==> config.mk <==
export PLATFORM = sky130hd
export DESIGN_NAME = uart_debug_rx
export DESIGN_NICKNAME = d
export VERILOG_FILES = /design/src/rtl/uart_pkg.sv /design/src/rtl/uart_sync2.sv /design/src/rtl/uart_debug_rx.sv
export SDC_FILE = /design/constraint.sdc
export NUM_CORES = 1
export LEC_CHECK = 0
export ABC_AREA = 1
export CORE_AREA = 2 2 62 64
export CTS_CLUSTER_DIAMETER = 150
export CTS_CLUSTER_SIZE = 10
export DETAILED_ROUTE_END_ITERATION = 16
export DIE_AREA = 0 0 64 66
export MAX_ROUTING_LAYER = met4
export PLACE_DENSITY = 0.72
export SETUP_SLACK_MARGIN = 0.2
export SLEW_MARGIN = 0
export SYNTH_ARGS = -nofsm -noshare
export SYNTH_HDL_FRONTEND = slang
export SYNTH_SLANG_ARGS = --single-unit
==> constraint.sdc <==
create_clock -name clk -period 1.35 [get_ports clk]
set_input_delay 0.2025 -clock clk [delete_from_list [all_inputs] [get_ports clk]]
set_output_delay 0.2025 -clock clk [all_outputs]
set_load 0.005 [all_outputs]
==> src/rtl/uart_pkg.sv <==
// ---------------------------------------------------------------------------
// uart_pkg
// Shared constants and types for the debug-port UART.
//   CLK_HZ / BAUD / CLKS_PER_BIT : bit timing for the 27 MHz system clock
//   LINE_IDLE / START_BIT / STOP_BIT : serial line levels
//   rxState_t : receiver FSM states
// ---------------------------------------------------------------------------
package uart_pkg;

   localparam int CLK_HZ       = 27_000_000;
   localparam int BAUD         = 115200;
   localparam int CLKS_PER_BIT = CLK_HZ / BAUD;

   localparam logic LINE_IDLE = 1'b1;
   localparam logic START_BIT = 1'b0;
   localparam logic STOP_BIT  = 1'b1;

   typedef enum logic [2:0] {
      RX_IDLE,
      RX_START,
      RX_DATA,
      RX_STOP,
      RX_WAIT_HIGH
   } rxState_t;

endpackage

==> src/rtl/uart_sync2.sv <==
// ---------------------------------------------------------------------------
// uart_sync2
// Two-flop synchroniser for an asynchronous pin. Both flops reset to
// RESET_VAL so that an idle-high serial line looks idle straight out of reset.
//   clk      : destination clock
//   reset_n  : asynchronous active-low reset
//   i_async  : asynchronous input pin
//   o_sync   : synchronised copy of i_async, two clocks late
// ---------------------------------------------------------------------------
module uart_sync2 #(
   parameter logic RESET_VAL = 1'b1
) (
   input  logic clk,
   input  logic reset_n,
   input  logic i_async,
   output logic o_sync
);

   logic r_meta;
   logic r_sync;

   // The first flop may go metastable; the second gives it a full cycle to
   // settle before anything downstream looks at the value.
   always_ff @(posedge clk or negedge reset_n) begin
      if (!reset_n) begin
         r_meta <= RESET_VAL;
         r_sync <= RESET_VAL;
      end else begin
         r_meta <= i_async;
         r_sync <= r_meta;
      end
   end

   assign o_sync = r_sync;

endmodule

==> src/rtl/uart_debug_rx.sv <==
// ---------------------------------------------------------------------------
// uart_debug_rx
// 8N1 UART receiver for the debug port. Samples the middle of each bit,
// LSB first, and presents each byte in a one-entry valid/ready holding
// register. Bad stop bits and bytes that arrive while the holding register
// is still full are reported as single-cycle pulses.
//   clk         : system clock (27 MHz)
//   reset_n     : asynchronous active-low reset
//   uart_rx     : serial input, idles high
//   rx_data     : received byte, valid while rx_valid is high
//   rx_valid    : byte available
//   rx_ready    : consumer takes the byte when rx_valid && rx_ready
//   framing_err : pulse, stop bit sampled low
//   overrun     : pulse, completed byte dropped because the register was full
//   busy        : receiver FSM is not idle
// ---------------------------------------------------------------------------
module uart_debug_rx #(
   parameter int CLKS_PER_BIT = uart_pkg::CLKS_PER_BIT
) (
   input  logic       clk,
   input  logic       reset_n,
   input  logic       uart_rx,
   output logic [7:0] rx_data,
   output logic       rx_valid,
   input  logic       rx_ready,
   output logic       framing_err,
   output logic       overrun,
   output logic       busy
);

   import uart_pkg::*;

   localparam int HALF_BIT = CLKS_PER_BIT / 2;
   localparam int CNT_W    = $clog2(CLKS_PER_BIT);

   localparam logic [CNT_W-1:0] BIT_LAST  = CNT_W'(CLKS_PER_BIT - 1);
   localparam logic [CNT_W-1:0] HALF_LAST = CNT_W'(HALF_BIT - 1);

   logic             w_rxS;
   rxState_t         r_state;
   rxState_t         w_nextState;
   logic [CNT_W-1:0] r_baudCnt;
   logic [2:0]       r_bitIdx;
   logic [7:0]       r_shift;
   logic [7:0]       r_data;
   logic             r_valid;
   logic             r_framingErr;
   logic             r_overrun;

   logic w_sampleStart;
   logic w_sampleData;
   logic w_sampleStop;
   logic w_clearCnt;
   logic w_deliver;
   logic w_frameBad;

   // Bring the pin into the clock domain; nothing below looks at uart_rx.
   uart_sync2 #(
      .RESET_VAL (LINE_IDLE)
   ) u_sync (
      .clk     (clk),
      .reset_n (reset_n),
      .i_async (uart_rx),
      .o_sync  (w_rxS)
   );

   // State register for the receive FSM.
   always_ff @(posedge clk or negedge reset_n) begin
      if (!reset_n) begin
         r_state <= RX_IDLE;
      end else begin
         r_state <= w_nextState;
      end
   end

   // Next-state logic. The sample strobes mark the cycle in which the line is
   // read: half a bit after the falling edge for the start bit, then one full
   // bit later for every data bit and the stop bit. A start bit that is no
   // longer low at its mid-point is treated as a glitch and silently dropped.
   // After a bad stop bit the FSM parks until the line goes high again so a
   // held-low line or break is not decoded as a string of 0x00 bytes.
   always_comb begin
      w_nextState   = r_state;
      w_sampleStart = 1'b0;
      w_sampleData  = 1'b0;
      w_sampleStop  = 1'b0;
      case (r_state)
         RX_IDLE: begin
            if (w_rxS == START_BIT) begin
               w_nextState = RX_START;
            end
         end
         RX_START: begin
            if (r_baudCnt == HALF_LAST) begin
               w_sampleStart = 1'b1;
               w_nextState   = (w_rxS == START_BIT) ? RX_DATA : RX_IDLE;
            end
         end
         RX_DATA: begin
            if (r_baudCnt == BIT_LAST) begin
               w_sampleData = 1'b1;
               if (r_bitIdx == 3'd7) begin
                  w_nextState = RX_STOP;
               end
            end
         end
         RX_STOP: begin
            if (r_baudCnt == BIT_LAST) begin
               w_sampleStop = 1'b1;
               w_nextState  = (w_rxS == STOP_BIT) ? RX_IDLE : RX_WAIT_HIGH;
            end
         end
         RX_WAIT_HIGH: begin
            if (w_rxS == LINE_IDLE) begin
               w_nextState = RX_IDLE;
            end
         end
         default: begin
            w_nextState = RX_IDLE;
         end
      endcase
   end

   assign w_clearCnt = (w_nextState != r_state) || w_sampleStart || w_sampleData || w_sampleStop;
   assign w_deliver  = w_sampleStop && (w_rxS == STOP_BIT);
   assign w_frameBad = w_sampleStop && (w_rxS != STOP_BIT);

   // Baud counter restarts on every state change and every sample so each
   // sample point is measured from the previous one. It rests at zero in the
   // states that do not time anything.
   always_ff @(posedge clk or negedge reset_n) begin
      if (!reset_n) begin
         r_baudCnt <= '0;
      end else if (w_clearCnt || (r_state == RX_IDLE) || (r_state == RX_WAIT_HIGH)) begin
         r_baudCnt <= '0;
      end else begin
         r_baudCnt <= r_baudCnt + 1'b1;
      end
   end

   // Data bits arrive LSB first; the bit index is reset when a valid start
   // bit is confirmed and steps after each data sample.
   always_ff @(posedge clk or negedge reset_n) begin
      if (!reset_n) begin
         r_bitIdx <= '0;
         r_shift  <= '0;
      end else if (w_sampleStart) begin
         r_bitIdx <= '0;
      end else if (w_sampleData) begin
         r_shift[r_bitIdx] <= w_rxS;
         r_bitIdx          <= r_bitIdx + 1'b1;
      end
   end

   // Holding register and status pulses. A byte completing while the
   // register is empty, or in the same cycle the consumer takes the old
   // byte, is loaded. Otherwise the new byte is dropped and overrun pulses.
   // A consume with no delivery just clears valid; rx_data keeps its value.
   always_ff @(posedge clk or negedge reset_n) begin
      if (!reset_n) begin
         r_data       <= '0;
         r_valid      <= 1'b0;
         r_framingErr <= 1'b0;
         r_overrun    <= 1'b0;
      end else begin
         r_framingErr <= w_frameBad;
         r_overrun    <= 1'b0;
         if (w_deliver) begin
            if (!r_valid || rx_ready) begin
               r_data  <= r_shift;
               r_valid <= 1'b1;
            end else begin
               r_overrun <= 1'b1;
            end
         end else if (r_valid && rx_ready) begin
            r_valid <= 1'b0;
         end
      end
   end

   assign rx_data     = r_data;
   assign rx_valid    = r_valid;
   assign framing_err = r_framingErr;
   assign overrun     = r_overrun;
   assign busy        = (r_state != RX_IDLE);

endmodule

# Yosys cells after proc, flatten, opt, wreduce, memory -nomap -nowiden
# Index checks and enable logic that the tools add are counted.
# totals
reg_bits	35
inputBits	4
output_inout_bits	12
wordCells	68
# classes
addsub	2
order_cmp	2
eq_ne	9
n_mux	25
bitwise_logic	2
n_reduce_logical	18
# ops
operator	count
3-bit 2-to-1 mux	9
3-bit case mux with 5 select lines	1
1-bit 2-to-1 mux	11
8-bit by 1-bit adder with 8-bit output, second input constant	1
8-bit bitwise mux	1
8-bit by 7-bit equality test with 1-bit output, second input constant	1
8-bit equality test, second input constant	1
8-bit 2-to-1 mux	1
3-bit by 2-bit equality test with 1-bit output, second input constant	2
3-bit equality test, second input constant	2
1-bit logical OR	6
2-bit AND reduction	3
1-bit logical AND	4
3-bit by 4-bit < comparator with 1-bit output, second input constant	1
2-bit nonzero test	2
3-bit by 1-bit adder with 3-bit output, second input constant	1
1-bit demux with 3-bit select	1
3-bit by 1-bit equality test with 1-bit output, second input constant	1
3-bit by 1-bit greater-or-equal comparator with 1-bit output, second input constant	1
3-bit logical NOT	1
3-bit inequality test	1
3-bit nonzero test	1
2-bit 2-to-1 mux	1
2-bit by 1-bit inequality test with 1-bit output, second input constant	1
other kinds (2)	3

# Longest topological paths before layout
# Gate-level depths: netlist (run 1).
# logic_depth
depth_word	11
ltp_mapped	10
mapped_depth_nobuf	9

# Modules after synthesis
# Synthesis (run 1) repeated with hierarchy kept, for this count alone.
# hier_totals
cells_unflattened	197
area_unflattened_um2	1765.4
# modules_own_cells
module	n_inst	cells_per_inst	area_per_inst_um2	seq_area_each_um2
uart_debug_rx	1	195	1712.9	825.8
uart_sync2	1	2	52.6	52.6

# Least setup slack after synthesis (run 1)
# OpenSTA, ideal clock, no wires.
# synth_path
path_kind	reg-to-reg
startpoint	register r_baudCnt[1]
endpoint	register r_shift[0]
setup_time_ps	132
arrival_ps	1184
required_time_ps	1218
setup_slack_ps	34
stages_incl_launch_ff	11
path_buffers	1
period_less_slack_ps	1316
path_cell_list	dfrtp_1 inv_1 ha_1 nand2_1 inv_1 nand2_2 nor2_4 buf_6 nand3_1 nand2_1 o21ai_1
# synth_via
elab_chain_len	5
elab_cells_between_ends	8
cone_classes	eq/ne (2); mux (4); bitwise (1); reduce/logical (1)
# synth_lines
element	line_no	source
start, declared	uart_debug_rx.sv:42	logic [CNT_W-1:0] r_baudCnt;
start signal, assigned	uart_debug_rx.sv:137	r_baudCnt <= r_baudCnt + 1'b1;
8-bit by 7-bit equality test with 1-bit output	uart_debug_rx.sv:94	if (r_baudCnt == HALF_LAST) begin
1-bit 2-to-1 mux	uart_debug_rx.sv:94	
1-bit 2-to-1 mux	uart_debug_rx.sv:87	case (r_state)
1-bit NOT (no line)	-	
2-bit AND reduction (no line) (*)	-	
end signal, assigned by index	uart_debug_rx.sv:150	r_shift[r_bitIdx] <= w_rxS;
end, declared	uart_debug_rx.sv:44	logic [7:0] r_shift;
# Every way passes the cells marked *; elsewhere a longest branch is shown, timed or not.
# A chain may end at the register's enable or synchronous reset.

# Final worst setup path (run 1)
# layout_path
startpoint	register r_baudCnt[1]
endpoint	register r_shift[6]
# Same word-level chain as after synthesis.

==> impl_metrics.json, run 1 <==
{
  "outcome": "complete, but fails checks",
  "violations": "negative setup slack",
  "hold_buffers": 0,
  "synth_compound_area_share_pct": 5.06,
  "area_growth_pct": 41.0,
  "drc": 0,
  "crit_path_frequent_cell": "inv_2",
  "r2r_cells": 10,
  "yosys_warnings": 0,
  "fin_nets": 256,
  "crit_type": "flip-flop to flip-flop",
  "grt_usage_pct": 19.5,
  "muxShareOfSynthArea_pct": 0,
  "ys_seq_area_share_pct": 50.7,
  "synth_top_family_by_area": "simple AND/OR/NAND/NOR gates",
  "critPathBufInv": 3,
  "synth_fp_nets": 208,
  "gp_congestion": 0.860,
  "worst_ep_arrival_time_ps": 1760,
  "port_buffers": 15,
  "synth.cell_area_sq_mm": 0.00173,
  "skew_ps": 9.35,
  "die_h_microns": 66,
  "period_minus_slack_ps": 1510,
  "worst_slew_pin_slew_ps": 349,
  "viasPerCell": 5.03,
  "clock_sinks": 35,
  "design_area_sq_mm": 0.00244,
  "grt_overflow_total": 0,
  "hpwl_mm": 2.34,
  "crit_slowest_cell": "dfrtp_1",
  "htree_levels": 2,
  "synthSimpleGateAreaFrac_pct": 33.7,
  "drtIter0Drc": 105,
  "clk_pin_slew_worst_paths_ps": 120,
  "grt_pass1_wl_mm": 6.09,
  "core_sq_mm": 0.00355,
  "seq_area_sq_um": 881,
  "drv_slew": 0,
  "final-hold-violation-count": 0,
  "post_drt_wl_per_cell_microns": 14.1,
  "syn_inst": 199,
  "pre_cts_ws_ps": -77.6,
  "setup_viol": 30,
  "totalWireLength_mm": 4.17,
  "rsz0062_at_grt": "true",
  "chipWidth_microns": 64,
  "cpLargestDelayFamily": "simple AND/OR/NAND/NOR gates",
  "final.period_utilization_pct": 112,
  "grt_max_degree": 36,
  "slowest_delay_ps": 400,
  "cts_buffers": 5,
  "post_synth_xor_area_fraction_pct": 1.52,
  "num_io_pins": 16,
  "die-area_sq_mm": 0.00422,
  "row_count": 22,
  "synth-seq-cells": 35,
  "num_antenna_cells": 0,
  "synth_cell_types": 29,
  "worst-path-stages": 10,
  "num_vias": 1489,
  "cp-end-kind": "flip-flop",
  "max_freq_ghz": 0.664,
  "clock-root-buffer": "clkbuf_4",
  "maxCapViolCount": 0,
  "dp_cells": 271,
  "cts_buffer_depth": 2,
  "insertion_delay_ps": 350,
  "fillers": 245,
  "antenna_found_initial": 0,
  "drive_gt1_share_pct": 44.0,
  "multi_input_area_sq_mm": 0.00104,
  "cp.required_ps": 1600,
  "worst_slack_ps": -157,
  "cts_tree": "yes",
  "hp-class": "primary input to async pin",
  "fin_cells": 296,
  "syn_avg_cell_area_sq_um": 8.70,
  "grt_pass1_vias": 1348,
  "drtAntennaViolNets": 0,
  "drt_pre_antenna_iters": 5,
  "relSlewSlack_pct": 76.7,
  "post_dp_cell_area_sq_mm": 0.00203,
  "p_per_area_mw_per_mm2": 693,
  "synthAdderAreaFrac_pct": 3.61,
  "cp_cell_sequence": "inv_2, ha_4, nand2_4, inv_2, nand2_2, nor2_4, buf_2, nand3_1, nand2_1, o21ai_1",
  "initial_core_util_pct": 48.8,
  "startpoint_type": "flip-flop",
  "vdd_ir_drop_max_v": 0.000530,
  "worst-path-max-fanout": 5,
  "leakage_nw": 1.16
}
==> state kept, by name (all words and copies together) (netlist names) <==
| signal | flops |
|---|---|
| r_bitIdx | 3 |
| rx_valid | 1 |
| r_baudCnt | 8 |
| rx_data | 8 |
| u_sync.o_sync | 1 |
| u_sync.r_meta | 1 |
| framing_err | 1 |
| overrun | 1 |
| r_shift | 8 |
| r_state | 3 |
==> per-stage QoR <==
step	hold slack (ps)	power [W]	utilization [%]	setup TNS, ps
after floorplan	-93.1	0.00108	-	0
after global placement	346	0.00112	57.2	-385
after detailed placement	347	0.00112	57.2	-1070
after CTS	227	0.00170	62.0	-1710
after global routing	220	0.00176	68.8	-5510
final	211	0.00169	68.8	-3070
==> placed cells by master, fill, tap and decap left out, types with 2 or more instances in the layout <==
cell type        Yosys  final
buf_2                2      7
buf_4                0     19
buf_6                1      6
clkbuf_2             0      6
clkbuf_4             0      5
clkdlybuf4s50_1      0      3
clkinvlp_4           0      2
dfrtp_1             33     31
dfrtp_2              0      2
dfstp_2              2      2
ha_1                 5      3
ha_4                 0      2
inv_1               17     13
inv_2                1      5
nand2_1             51     41
nand2_2              3     11
nand2_4              1      3
nand3_1             25     13
nand3_2              2      8
nand3_4              0      6
nand4_4              0      2
nor2_1              19     15
nor2_2               3      3
nor2_4               2      6
nor3_1               7      5
nor3_2               3      3
nor3_4               0      2
o21ai_1              6      9
o21ai_2              2      3
xor2_1               2      2
==> layer usage <==
| metal | vias to the layer above | global-route usage, % | wire, microns | part of all wire (%) |
|---|---|---|---|---|
| met5 | - | - | 0 | 0 |
| met4 | 0 | 8.97 | 92 | 2.2 |
| met3 | 11 | 5.62 | 123 | 3.0 |
| met2 | 26 | 31.3 | 2150 | 52 |
| met1 | 702 | 22.7 | 1800 | 43 |
| li1 | 750 | - | - | - |
==> logic make-up (layout without fill, tap and decap cells) <==
family | Yosys count | after routing
XOR/XNOR | 3 | 3
buffers and inverters | 22 | 69
flip-flops | 35 | 35
AO/OA/AOI/OAI | 15 | 15
AND/OR/NAND/NOR | 119 | 121
adder cells (fa/ha/maj) | 5 | 5
==> power breakdown <==
group | internal (W) | total, W | switching [W]
registers | 0.00105 | 0.00106 | 0.00000327
logic | 0.0000197 | 0.0000531 | 0.0000335
clock network | 0.000199 | 0.000583 | 0.000385
==> worst register-to-register path, cell delays in order, from the launching register on <==
cell	delay [ps]
dfrtp_1	400
inv_2	80
ha_4	140
nand2_4	60
inv_2	60
nand2_2	60
nor2_4	160
buf_2	200
nand3_1	110
nand2_1	70
o21ai_1	60
==> final cells by class <==
type                       instances  area share (%)
inverter                          18            2.77
clock inverter                     3           0.820
tap                               48            2.46
clock buffer                       5            1.54
timing repair buffer              43            13.9
sequential                        35            36.1
multi-input combinational        144            42.4
==> path summary, 6_finish.rpt <==
check                                         from                      end  slack, ps
hold reg to reg            u_sync.r_meta$_DFF_PN1_  u_sync.o_sync$_DFF_PN1_        360
setup / recovery            r_baudCnt[1]$_DFF_PN0_   r_shift[6]$_DFFE_PN0P_       -160
min in group clk                           uart_rx  u_sync.r_meta$_DFF_PN1_        250
hold / removal                             reset_n   rx_data[5]$_DFFE_PN0P_        210
max in group asynchronous                  reset_n  u_sync.o_sync$_DFF_PN1_        890
setup reg to reg            r_baudCnt[1]$_DFF_PN0_   r_shift[6]$_DFFE_PN0P_       -160
==> Yosys cell counts <==
library cell | instances | area [sq um]
nand3_1 | 25 | 125
xnor2_1 | 1 | 8.76
nor3_2 | 3 | 30.0
buf_2 | 2 | 10.0
a21boi_0 | 1 | 7.51
o21bai_1 | 1 | 7.51
xor2_1 | 2 | 17.5
nor2_4 | 2 | 22.5
dfrtp_1 | 33 | 826
nand3_2 | 2 | 20.0
nand2_4 | 1 | 11.3
buf_1 | 1 | 3.75
o21ai_1 | 6 | 30.0
inv_2 | 1 | 3.75
nand2_2 | 3 | 18.8
a21oi_1 | 1 | 5.00
nand3b_4 | 1 | 20.0
inv_1 | 17 | 63.8
o21ai_2 | 2 | 17.5
dfstp_2 | 2 | 52.6
nand2_1 | 51 | 191
nand3b_1 | 1 | 7.51
nor2_1 | 19 | 71.3
ha_1 | 5 | 62.6
buf_6 | 1 | 11.3
nor3_1 | 7 | 35.0
nand4_2 | 1 | 12.5
nor2_2 | 3 | 18.8
o21ai_0 | 4 | 20.0
==> what timing repair did <==
| action | 4_1_cts | 5_1_grt |
|---|---|---|
| resized for setup | 49 | 60 |
| setup endpoints to repair | 45 | 39 |
| pin swaps | 4 | 15 |
| setup buffers | 9 | 5 |
| cloned | 1 | 2 |
Note: power is estimated with default switching activity, not from simulation.
==> run 2: changes to the inputs <==
--- a/config.mk
+++ b/config.mk
@@ -13,7 +13,7 @@
 export DIE_AREA = 0 0 64 66
 export MAX_ROUTING_LAYER = met4
 export PLACE_DENSITY = 0.72
-export SETUP_SLACK_MARGIN = 0.2
+export SETUP_SLACK_MARGIN = 0.3
 export SLEW_MARGIN = 0
 export SYNTH_ARGS = -nofsm -noshare
 export SYNTH_HDL_FRONTEND = slang
==> run 2 against run 1 <==
The run still ends with negative setup slack left. Global-route usage grew 3.9 points. First-iteration DRC count grew 6.7%. Worst setup slack gained 60 ps. Largest power group unchanged. Final area grew 7.0%. Sequential share of layout area shrank 2.3 points. Final cell count grew 4.4%. Flip-flop and latch count is the same. Maximum frequency grew 4.1%. Register-to-register slack gained 60 ps. Hold slack lost 11 ps. Critical endpoint is now r_state[0]$_DFF_PN0_. Highest routed layer unchanged. Die area is the same. Power grew 12%.
==> impl_metrics.json, run 2 (synthesis results as in run 1) <==
{
  "crit_slowest_cell": "dfrtp_1",
  "leakage_nw": 1.25,
  "p_per_area_mw_per_mm2": 723,
  "clk_pin_slew_worst_paths_ps": 120,
  "slowest_delay_ps": 440,
  "area_growth_pct": 50.9,
  "cp-end-kind": "flip-flop",
  "drt_pre_antenna_iters": 5,
  "seqPwrFrac_pct": 56.1,
  "worst-path-stages": 10,
  "dp_cells": 271,
  "drtIter0Drc": 112,
  "port_buffers": 15,
  "num_io_pins": 16,
  "fin_tns_setup_ps": -2040,
  "grt_pass1_wl_mm": 7.20,
  "num_vias": 1622,
  "chipWidth_microns": 64,
  "swShare_pct": 22.7,
  "final.period_utilization_pct": 107,
  "clock_sinks": 35,
  "htree_levels": 2,
  "totalWireLength_mm": 4.65,
  "relSlewSlack_pct": 81.3,
  "mostFrequentLayoutCell": "nand2_1",
  "post_dp_cell_area_sq_mm": 0.00203,
  "skew_ps": 15.3,
  "worst_slack_ps": -97.3,
  "drtAntennaViolNets": 0,
  "final-hold-violation-count": 0,
  "cts_buffers": 5,
  "core_sq_mm": 0.00355,
  "cts_buffer_depth": 2,
  "final_cell_mix": "42 x nand2_1, 31 x dfrtp_1, 27 x buf_4",
  "drc": 0,
  "outcome": "complete, but fails checks",
  "cts_tree": "yes",
  "viasPerCell": 5.25,
  "worst_slew_pin_slew_ps": 280,
  "grt_overflow_total": 0,
  "utilization_pct": 73.6,
  "maxCapViolCount": 0,
  "clock-root-buffer": "clkbuf_4",
  "row_count": 22,
  "fin_cells": 309,
  "fin_nets": 269,
  "max_freq_ghz": 0.691,
  "hp-class": "primary input to async pin",
  "crit_path_frequent_cell": "buf_6",
  "crit_type": "flip-flop to flip-flop",
  "grt_usage_pct": 23.4,
  "die_h_microns": 66,
  "pre_cts_ws_ps": -108,
  "drv_slew": 0,
  "grt_pass1_vias": 1602,
  "setup_viol": 29,
  "die-area_sq_mm": 0.00422,
  "rsz0062_at_grt": "true",
  "worst-path-max-fanout": 2,
  "insertion_delay_ps": 360,
  "startpoint_type": "flip-flop",
  "design_area_sq_mm": 0.00261,
  "hold_buffers": 0,
  "cp.required_ps": 1660,
  "internal-power_w": 0.00146,
  "initial_core_util_pct": 48.8,
  "cp_cell_sequence": "buf_6, nor2_4, nand2_2, buf_6, buf_6, buf_6, buf_6, nor2_4, a21oi_2, nand3b_1",
  "critPathBufInv": 5,
  "r2r_cells": 10,
  "vdd_ir_drop_max_v": 0.000431,
  "p_clk_share_pct": 41.4,
  "violations": "negative setup slack",
  "post_drt_wl_per_cell_microns": 15.1,
  "combPwrFrac_pct": 2.5,
  "num_antenna_cells": 0,
  "worst_ep_arrival_time_ps": 1750,
  "hpwl_mm": 2.40,
  "antenna_found_initial": 0,
  "gp_congestion": 0.897,
  "period_minus_slack_ps": 1450,
  "p_switching_w": 0.000429,
  "cpLargestDelayFamily": "buffers and inverters",
  "drive_gt1_share_pct": 48.7,
  "grt_max_degree": 36
}
-- run 2: changes by cell type in the layout (fill, tap and decap cells not counted), moves of 2 or more --
cell,previous run,this run
nor2_1,15,13
buf_4,19,27
buf_12,1,4
buf_2,7,11
o21ai_1,9,5
o21ai_2,3,6
clkbuf_2,6,1
buf_6,6,8
clkinvlp_4,2,0
-- run 2: power groups by stage --
stage	registers [W]	logic [W]	clock network, W
2_1_floorplan	0.00108	0.00000595	0
3_3_place_gp	0.00108	0.0000451	0
3_5_place_dp	0.00108	0.0000458	0
4_1_cts	0.00106	0.0000465	0.000781
5_1_grt	0.00106	0.0000525	0.000844
6_report	0.00106	0.0000466	0.000781
-- run 2: final cells by class --
class	instances	area (sq um)
clock inverters	3	43.8
multi-input cells	144	1030
clock buffers	5	37.5
repair buffers	56	493
fillers	224	938
flip-flops and latches	35	881
inverters	18	70.1
well taps	48	60.1
-- run 2: per-stage QoR --
| step | power (W) | hold slack [ps] |
|---|---|---|
| after floorplan | 0.00108 | -93.1 |
| after global placement | 0.00112 | 346 |
| after detailed placement | 0.00112 | 347 |
| after CTS | 0.00189 | 225 |
| after global routing | 0.00196 | 212 |
| final | 0.00189 | 200 |
-- run 2: timing repair --
action,4_1_cts,5_1_grt
cloned,3,0
pin swaps,6,16
endpoints found under the setup margin,45,45
buffers inserted,12,15
resized for setup,80,45
-- run 2: final timing paths --
path	from	end	slack, ps
worst max-delay path	r_state[0]$_DFF_PN0_	r_state[0]$_DFF_PN0_	-100
worst min register to register	u_sync.r_meta$_DFF_PN1_	u_sync.o_sync$_DFF_PN1_	360
min in group clk	uart_rx	u_sync.r_meta$_DFF_PN1_	240
max in group asynchronous	reset_n	u_sync.o_sync$_DFF_PN1_	890
worst max register to register	r_state[0]$_DFF_PN0_	r_state[0]$_DFF_PN0_	-100
worst min-delay path	reset_n	r_state[2]$_DFF_PN0_	200
-- run 2: layer usage --
layer  vias to the layer above  part of all wire, %  GRT usage [%]
met2                        47                   54           39.6
li1                        771                    -              -
met3                        15                  3.8           6.81
met4                         0                  3.3           12.0
met5                         -                    0              -
met1                       789                   39           25.0
==> run 3: changes to the inputs <==
--- a/config.mk
+++ b/config.mk
@@ -6,13 +6,15 @@
 export NUM_CORES = 1
 export LEC_CHECK = 0
 export ABC_AREA = 1
-export CORE_AREA = 2 2 62 64
+export CORE_AREA = 2 2 60 62
 export CTS_CLUSTER_DIAMETER = 150
 export CTS_CLUSTER_SIZE = 10
 export DETAILED_ROUTE_END_ITERATION = 16
-export DIE_AREA = 0 0 64 66
+export DIE_AREA = 0 0 62 64
+export DONT_BUFFER_PORTS = 1
 export MAX_ROUTING_LAYER = met4
-export PLACE_DENSITY = 0.72
+export PLACE_DENSITY = 0.7
+export REMOVE_ABC_BUFFERS = 1
 export SETUP_SLACK_MARGIN = 0.3
 export SLEW_MARGIN = 0
 export SYNTH_ARGS = -nofsm -noshare
==> run 3 against run 2 <==
The run still ends with negative setup slack left. Final cell count down 11%. Die area shrank 6.1%. Wire length down 14%. Via count fell by 9.1%. Power down 1.7%. Clock power fell by 3.1%. Clock-buffer cell count stayed put. Flip-flop and latch count unchanged. Critical path depth fell by 1. Non-clock buffer count is 32 lower. Maximum frequency shrank 4.9%.
==> impl_metrics.json, run 3 (synthesis results as in run 1) <==
{
  "cp_cell_sequence": "ha_4, nand2_4, inv_2, nand2_2, nor2_4, buf_6, nand3_2, nand2_2, o21ai_1",
  "mostFrequentLayoutCell": "nand2_1",
  "cpLargestDelayFamily": "simple AND/OR/NAND/NOR gates",
  "slowest_delay_ps": 440,
  "clk_pin_slew_worst_paths_ps": 110,
  "die-area_sq_mm": 0.00397,
  "final_cell_mix": "46 x nand2_1, 33 x dfrtp_1, 18 x buf_4",
  "period_minus_slack_ps": 1520,
  "worst_slew_pin_slew_ps": 284,
  "clock-root-buffer": "clkbuf_4",
  "cp-end-kind": "flip-flop",
  "crit_path_frequent_cell": "nand2_2",
  "violations": "negative setup slack",
  "antenna_found_initial": 0,
  "startpoint_type": "flip-flop",
  "gp_congestion": 0.807,
  "final.period_utilization_pct": 113,
  "totalWireLength_mm": 3.99,
  "area_growth_pct": 27.6,
  "setup_viol": 30,
  "p_clk_share_pct": 40.8,
  "cts_tree": "yes",
  "swShare_pct": 21.6,
  "seqPwrFrac_pct": 57.0,
  "relSlewSlack_pct": 81.1,
  "post_drt_wl_per_cell_microns": 14.6,
  "drtIter0Drc": 120,
  "grt_max_degree": 36,
  "cts_buffer_depth": 2,
  "drt_pre_antenna_iters": 4,
  "num_antenna_cells": 0,
  "drtAntennaViolNets": 0,
  "post_dp_cell_area_sq_mm": 0.00187,
  "critPathBufInv": 2,
  "fin_nets": 236,
  "grt_pass1_wl_mm": 6.71,
  "use_met1_pct": 28.8,
  "cp.required_ps": 1590,
  "leakage_nw": 1.05,
  "row_count": 21,
  "insertion_delay_ps": 350,
  "outcome": "complete, but fails checks",
  "design_area_sq_mm": 0.00221,
  "drive_gt1_share_pct": 33.8,
  "port_buffers": 0,
  "crit_type": "flip-flop to flip-flop",
  "worst_slack_ps": -171,
  "hpwl_mm": 2.49,
  "internal-power_w": 0.00145,
  "worst-path-max-fanout": 6,
  "max_freq_ghz": 0.657,
  "p_per_area_mw_per_mm2": 840,
  "finalPower_w": 0.00185,
  "p_switching_w": 0.000400,
  "grtUsageMet3_pct": 5.47,
  "chipWidth_microns": 62,
  "core_sq_mm": 0.00328,
  "maxCapViolCount": 0,
  "clock_sinks": 35,
  "cts_buffers": 5,
  "num_io_pins": 16,
  "combPwrFrac_pct": 2.2,
  "crit_slowest_cell": "dfrtp_1",
  "initial_core_util_pct": 52.7,
  "grt_usage_pct": 23.3,
  "drv_slew": 0,
  "rsz0062_at_grt": "true",
  "grt_overflow_total": 0,
  "utilization_pct": 67.3,
  "hp-class": "primary input to flip-flop",
  "htree_levels": 2,
  "viasPerCell": 5.38,
  "vdd_ir_drop_max_v": 0.000655,
  "busiest_layer": "met2",
  "use_met2_pct": 37.1,
  "final-hold-violation-count": 0,
  "grt_pass1_vias": 1492,
  "die_h_microns": 64,
  "worst_ep_arrival_time_ps": 1760,
  "skew_ps": 14.5,
  "drc": 0,
  "num_vias": 1474
}
-- run 3: cell types whose count changed in the layout (fill, tap and decap cells not counted), moves of 4 or more --
| cell | before | now |
|---|---|---|
| buf_2 | 11 | 0 |
| nand2_2 | 11 | 7 |
| buf_4 | 27 | 18 |
| o21ai_2 | 6 | 2 |
| buf_6 | 8 | 3 |
| o21ai_1 | 5 | 9 |
| nand2_1 | 42 | 46 |
-- run 3: through the flow --
step	TNS, ps	setup WS, ps	hold WS (ps)	instances
5_1_grt	-6330	-253	302	274
3_5_place_dp	-1770	-113	-91.6	255
4_1_cts	-2230	-97.5	250	273
2_1_floorplan	-1540	-105	-93.1	195
3_3_place_gp	-675	-51.1	-91.9	255
6_report	-3300	-171	245	274
-- run 3: layer usage --
metal / up-vias / wire, microns
met5: - / 0
met1: 732 / 1720
met3: 11 / 168
li1: 694 / -
met4: 0 / 90
met2: 37 / 2020
-- run 3: worst register-to-register path, delay by kind of cell (launching register included) --
family	cells	cell delay (ps)
adders and majority gates	1	170
DFF	1	440
AOI/OAI and AO/OA	1	60
buffers and inverters	2	220
and+or+nand+nor	5	520
-- run 3: final timing paths --
kind                                         start                      end  slack [ps]  cells past startpoint
max                         r_baudCnt[0]$_DFF_PN0_   r_shift[6]$_DFFE_PN0P_        -170                      9
min in group asynchronous                  reset_n     r_state[2]$_DFF_PN0_         300                      2
min reg2reg                u_sync.r_meta$_DFF_PN1_  u_sync.o_sync$_DFF_PN1_         360                      0
max in group asynchronous                  reset_n  u_sync.r_meta$_DFF_PN1_         790                      2
max reg2reg                 r_baudCnt[0]$_DFF_PN0_   r_shift[6]$_DFFE_PN0P_        -170                      9
min                                       rx_ready     rx_valid$_DFFE_PN0P_         250                      4
-- run 3: power by group through the flow --
stage / clock network, W / logic [W] / registers, W
2_1_floorplan: 0 / 0.00000509 / 0.00108
3_3_place_gp: 0 / 0.00000896 / 0.00108
3_5_place_dp: 0 / 0.00000923 / 0.00108
4_1_cts: 0.000764 / 0.0000422 / 0.00106
5_1_grt: 0.000818 / 0.0000467 / 0.00106
6_report: 0.000757 / 0.0000412 / 0.00106
-- run 3: repair_timing --
item | CTS | global route
setup endpoints to repair | 34 | 34
hold buffers | 3 | 0
pin swaps | 7 | 6
gates cloned | 2 | 0
endpoints found under the hold margin | 36 | 0
buffers inserted | 5 | 1
resized for setup | 28 | 12
-- run 3: cell type report --
| type | instances | area [sq um] |
|---|---|---|
| well taps | 46 | 57.6 |
| clock inverters | 3 | 43.8 |
| multi-input cells | 143 | 916 |
| flip-flops and latches | 35 | 878 |
| clock buffers | 5 | 37.5 |
| repair buffers | 24 | 209 |
| fillers | 243 | 1070 |
| inverters | 18 | 67.6 |
